### config.mk
export PLATFORM = sky130hd
export DESIGN_NAME = bcd_disp_mux
export DESIGN_NICKNAME = d
export VERILOG_FILES = /design/src/rtl/bcd_disp_mux.sv
export SDC_FILE = /design/constraint.sdc
export NUM_CORES = 1
export LEC_CHECK = 0
export BUFFER_PORTS_ARGS = -buffer_cell sky130_fd_sc_hd__buf_2
export CAP_MARGIN = 20
export CORE_MARGIN = 5
export CORE_UTILIZATION = 63
export CTS_BUF_LIST = sky130_fd_sc_hd__clkbuf_8
export DETAILED_ROUTE_END_ITERATION = 8
export PLACE_DENSITY = 0.94
export SLEW_MARGIN = 20
export SYNTH_ARGS = -nofsm -noshare
export SYNTH_HDL_FRONTEND = slang
export SYNTH_SLANG_ARGS = --single-unit
export TNS_END_PERCENT = 1
### constraint.sdc
create_clock -name clk -period 3.64 [get_ports clk]
set_input_delay 0.728 -clock clk [delete_from_list [all_inputs] [get_ports clk]]
set_output_delay 0.728 -clock clk [all_outputs]
set_load 0.005 [all_outputs]
### src/rtl/bcd_disp_mux.sv
// Time-multiplexed 7-segment driver for a packed BCD word.
// It shows one digit at a time, with active-low anodes and segments and leading-zero blanking.
module bcd_disp_mux #(
  parameter int N_DIGITS     = 4,
  parameter int DIGIT_CYCLES = 50000
) (
  input  logic                    clk,
  input  logic                    reset_n,
  input  logic [4*N_DIGITS-1:0]   bcd_in,
  input  logic [N_DIGITS-1:0]     dp_in,
  input  logic                    load,
  input  logic                    blank_lz,
  output logic [N_DIGITS-1:0]     an,
  output logic [7:0]              sseg,
  output logic                    frame_done
);

  localparam int IW = (N_DIGITS > 1) ? $clog2(N_DIGITS) : 1;
  localparam int PW = (DIGIT_CYCLES > 1) ? $clog2(DIGIT_CYCLES) : 1;
  localparam logic [IW-1:0] LAST_IDX  = IW'(N_DIGITS - 1);
  localparam logic [PW-1:0] LAST_PCNT = PW'(DIGIT_CYCLES - 1);

  logic [4*N_DIGITS-1:0] shadow_bcd_r;
  logic [N_DIGITS-1:0]   shadow_dp_r;
  logic [IW-1:0]         idx_r;
  logic [PW-1:0]         pcnt_r;
  logic                  wrap_r;
  logic [N_DIGITS-1:0]   an_r;
  logic [7:0]            sseg_r;
  logic                  frame_done_r;

  logic [N_DIGITS-1:0]   blank_s;
  logic                  zero_above_s;
  logic                  digit_zero_s;
  logic [3:0]            digit_s;
  logic [6:0]            seg_next_s;
  logic [N_DIGITS-1:0]   an_next_s;
  logic                  scan_step_s;

  // Active-low segment pattern {g,f,e,d,c,b,a}; non-BCD codes show a dash.
  function automatic logic [6:0] seg_decode(input logic [3:0] d);
    logic [6:0] s;
    case (d)
      4'd0:    s = 7'h40;
      4'd1:    s = 7'h79;
      4'd2:    s = 7'h24;
      4'd3:    s = 7'h30;
      4'd4:    s = 7'h19;
      4'd5:    s = 7'h12;
      4'd6:    s = 7'h02;
      4'd7:    s = 7'h78;
      4'd8:    s = 7'h00;
      4'd9:    s = 7'h10;
      default: s = 7'h3F;
    endcase
    return s;
  endfunction

  // A digit is blanked only while every more significant digit is zero; an invalid code ends the run.
  always_comb begin
    blank_s      = '0;
    zero_above_s = 1'b1;
    digit_zero_s = 1'b0;
    for (int k = N_DIGITS - 1; k >= 0; k--) begin
      digit_zero_s = (shadow_bcd_r[4*k +: 4] == 4'd0);
      if (k != 0) begin
        blank_s[k] = blank_lz & zero_above_s & digit_zero_s;
      end else begin
        blank_s[k] = 1'b0;
      end
      zero_above_s = zero_above_s & digit_zero_s;
    end
  end

  // Next-cycle digit, segment and anode values for the digit currently selected.
  always_comb begin
    digit_s   = shadow_bcd_r[{idx_r, 2'b00} +: 4];
    an_next_s = '1;
    an_next_s[idx_r] = 1'b0;
    if (blank_s[idx_r]) begin
      seg_next_s = 7'h7F;
    end else begin
      seg_next_s = seg_decode(digit_s);
    end
  end

  assign scan_step_s = (pcnt_r == LAST_PCNT);

  // Shadow capture, scan counters and the registered output stage.
  always_ff @(posedge clk) begin
    if (!reset_n) begin
      shadow_bcd_r <= '0;
      shadow_dp_r  <= '0;
      idx_r        <= '0;
      pcnt_r       <= '0;
      wrap_r       <= 1'b0;
      an_r         <= '1;
      sseg_r       <= 8'hFF;
      frame_done_r <= 1'b0;
    end else begin
      if (load) begin
        shadow_bcd_r <= bcd_in;
        shadow_dp_r  <= dp_in;
      end else begin
        shadow_bcd_r <= shadow_bcd_r;
        shadow_dp_r  <= shadow_dp_r;
      end
      if (scan_step_s) begin
        pcnt_r <= '0;
        idx_r  <= (idx_r == LAST_IDX) ? '0 : idx_r + IW'(1);
      end else begin
        pcnt_r <= pcnt_r + PW'(1);
        idx_r  <= idx_r;
      end
      // Delayed one extra cycle so the pulse lines up with digit 0 reappearing on the anodes.
      wrap_r       <= scan_step_s & (idx_r == LAST_IDX);
      frame_done_r <= wrap_r;
      an_r         <= an_next_s;
      sseg_r       <= {~shadow_dp_r[idx_r], seg_next_s};
    end
  end

  assign an         = an_r;
  assign sseg       = sseg_r;
  assign frame_done = frame_done_r;

endmodule

==> results.md <==
* Reg power frac at 59.4%
* CTS tree: done
* Synthesized area per cell at 10.0 um2
* Placed Cells at 307
* Final wirelength at 4330 um
* Ranking of synthesized cells by area: dfxtp_1 (44%), mux2i_1 (9.0%), nor2b_1 (5.9%), ha_1 (5.3%), mux4_2 (4.8%)
* Total Routing Usage GR at 17.9%
* #FFs+latches synth at 52
* Combinational Power Share at 9.4%
* Worst-Skew Late Latency at 0.30 ns
* WL/cell at 13.7 um
* Area grow syn2layout at 11.6%
* Dpl ws at 1.44 ns
* Clock Power Share at 31.2%
* Register area share after synthesis at 44.3%
* Critical path peak fanout at 15
* Die H at 71.0 um
* Post-CTS Setup Bufs at 0
* Final period util at 62.6%
* Global placement routability congestion at 0.823
* Core Util, Final at 72.1%
* Layout cell share with drive strength beyond 1 at 18.7%
* Clk sinks at 52
* Nets at 300
* Synthesized area at 2350 um2
* Top cell type by total area after synthesis: dfxtp_1
* Starting Density at 64.6%
* CTS Root Cell: clkbuf_8
* FF/Latch Area at 1040 um2
* Placed Area at 2530 um2
* Number of synthesized flops with an enable pin at 0
* Leak at 1.06 nW
* FILL cells at 280
* # DRC at 0
* Worst EP arrival at 2.44 ns
* VDD IR max at 0.000280 V
* Hold Crit Class: flop to flop
* Slew headroom at 58.7%
* Clock skew at 0.00262 ns
* Number of global-route vias before repair at 1614
* Top achievable clock speed at 0.439 GHz
* Top_reg_cell synth: dfxtp_1
* Final setup fails at 0
* Final min period at 2.28 ns
* Min Hold Slack at 0.459 ns
* Power Dens Cells at 391 nW/um2
* Initial antenna violation count at 0
* Hold Buf Count CTS at 0
* Top-area cell type share of the netlist area at 44.3%
* DP HPWL at 3100 um
* Critical path class: flop to flop
* Final Hold Vio Count at 0
* Global route overflow at 0
* IO Port Bufs at 36
* Multi-input gate area at 1210 um2
* Max Slew Vio Count at 0
* P_sw at 232 uW
* Net Sw Frac at 22.7%
* Antenna Cells at 0
* Crit path required time at 3.80 ns
* Synth unique cells at 40
* CTS buffer count at 5
* Max-Cap Viols at 0
* Die width at 71.0 um
* DR vias/cell at 5.56
* Clock-pin slew on the worst setup and hold paths at 0.08 ns
* Post-Layout Cell Count at 315
* Cell internal pwr at 792 uW
* Status: complete, no violations
* R2r setup slk at 1.36 ns
* Row Count at 22
* CP Launch Type: flop
* Setup TNS at 0 ns
* Detailed Route Iter0 Violations at 175
* Via count at 1750
* Std-Cell Core Area at 3630 um2
* Yosys warns at 0
* Ys async rst share at 0%
* RSZ-0062 raised after global routing: no
* First-pass detailed-route iteration total at 4
* Post-route ant nets at 0
* Critical path capture point type: flop
* First-pass GRT wire length at 7290 um
* Final worst setup slack at 1.36 ns
* Final instance area at 2620 um2
* Largest net degree at the start of global routing at 39
* # IOs at 37
* Worst slew pin tran at 0.618 ns
* Pwr Total at 1.02 mW
* Post-Syn Instances at 234
* H-tree depth at 2
* Post-cts sizing count at 0
* Net count after synthesis at 268
* Clock Path Buffers at 2
* DIE AREA at 5050 um2
-- synth_stat cells (2+ instances only) --
| cell type | count |
|---|---|
| inv_1 | 9 |
| and4bb_2 | 2 |
| nor3b_1 | 2 |
| clkbuf_1 | 5 |
| mux4_2 | 5 |
| nor2b_1 | 22 |
| and2_1 | 2 |
| xnor2_1 | 11 |
| nand2b_1 | 2 |
| nor2_1 | 19 |
| nand3_1 | 8 |
| nand4_1 | 7 |
| and3_1 | 2 |
| o21ai_0 | 4 |
| dfxtp_1 | 52 |
| nor3_1 | 6 |
| nor4_1 | 7 |
| ha_1 | 10 |
| o22ai_1 | 2 |
| mux2i_1 | 21 |
| xor2_1 | 3 |
| buf_2 | 4 |
| nand2_1 | 12 |
-- registers in the layout, summed over array words and instances (netlist names) --
signal and flops:
sseg 8, an 4, pcnt_r 16, wrap_r 1, shadow_dp_r 4, shadow_bcd_r 16, idx_r 2, frame_done 1
-- per-layer routing --
layer	GRT usage [%]	up-vias	part of all wire, %
met5	0	-	0
met4	7.72	0	1.5
met3	3.41	6	5.9
met2	28.8	48	47
met1	23.3	819	46
li1	-	877	-
-- kinds of logic (layout without fill, tap and decap cells) --
logic type,after synthesis,count (layout),share of synthesized area [%]
buffers and inverters,20,53,3.89
adders and majority gates,10,10,5.33
xor gates and xnor gates,14,14,5.22
DFF,52,52,44.3
AOI/OAI and AO/OA,14,14,4.21
muxes,26,26,13.8
and+or+nand+nor,98,98,23.2
-- cells in the final DEF (no fill, tap or decap), types with 3 or more instances in the layout --
cell      count
clkbuf_8      6
ha_1         10
nor3_1        6
nand4_1       7
xor2_1        3
nor2b_1      22
nand3_1       8
nor2_1       19
xnor2_1      11
nand2_1      12
mux4_2        5
inv_1        11
dfxtp_1      52
buf_2        36
o21ai_0       4
mux2i_1      21
nor4_1        7
-- layout make-up --
cell class	count	area share, %
clock buffers	6	3.15
flip-flops and latches	52	39.7
clock inverters	2	0.287
repair buffers	36	6.88
well taps	48	2.29
inverters	9	1.29
multi-input cells	162	46.4
-- worst paths after layout --
check,start,to,cells after the start
max,idx_r[0],sseg[5],6
min,wrap_r,frame_done,1
max reg2reg,idx_r[0],sseg[5],6
min reg2reg,wrap_r,frame_done,1
-- critical path: stages, from the launching register on --
cell	delay, ns
dfxtp_1	0.72
mux4_2	0.65
inv_1	0.15
ha_1	0.20
nor2_1	0.06
o32ai_1	0.26
nand3_1	0.10
-- power by group through the flow --
stage / clock network (mW) / logic (mW) / registers, mW
2_1_floorplan: 0 / 0.0659 / 0.618
3_3_place_gp: 0 / 0.0912 / 0.621
3_5_place_dp: 0 / 0.0958 / 0.621
4_1_cts: 0.330 / 0.0966 / 0.608
5_1_grt: 0.348 / 0.109 / 0.611
6_report: 0.320 / 0.0961 / 0.608
No activity file was read; power rests on OpenSTA's default activity.
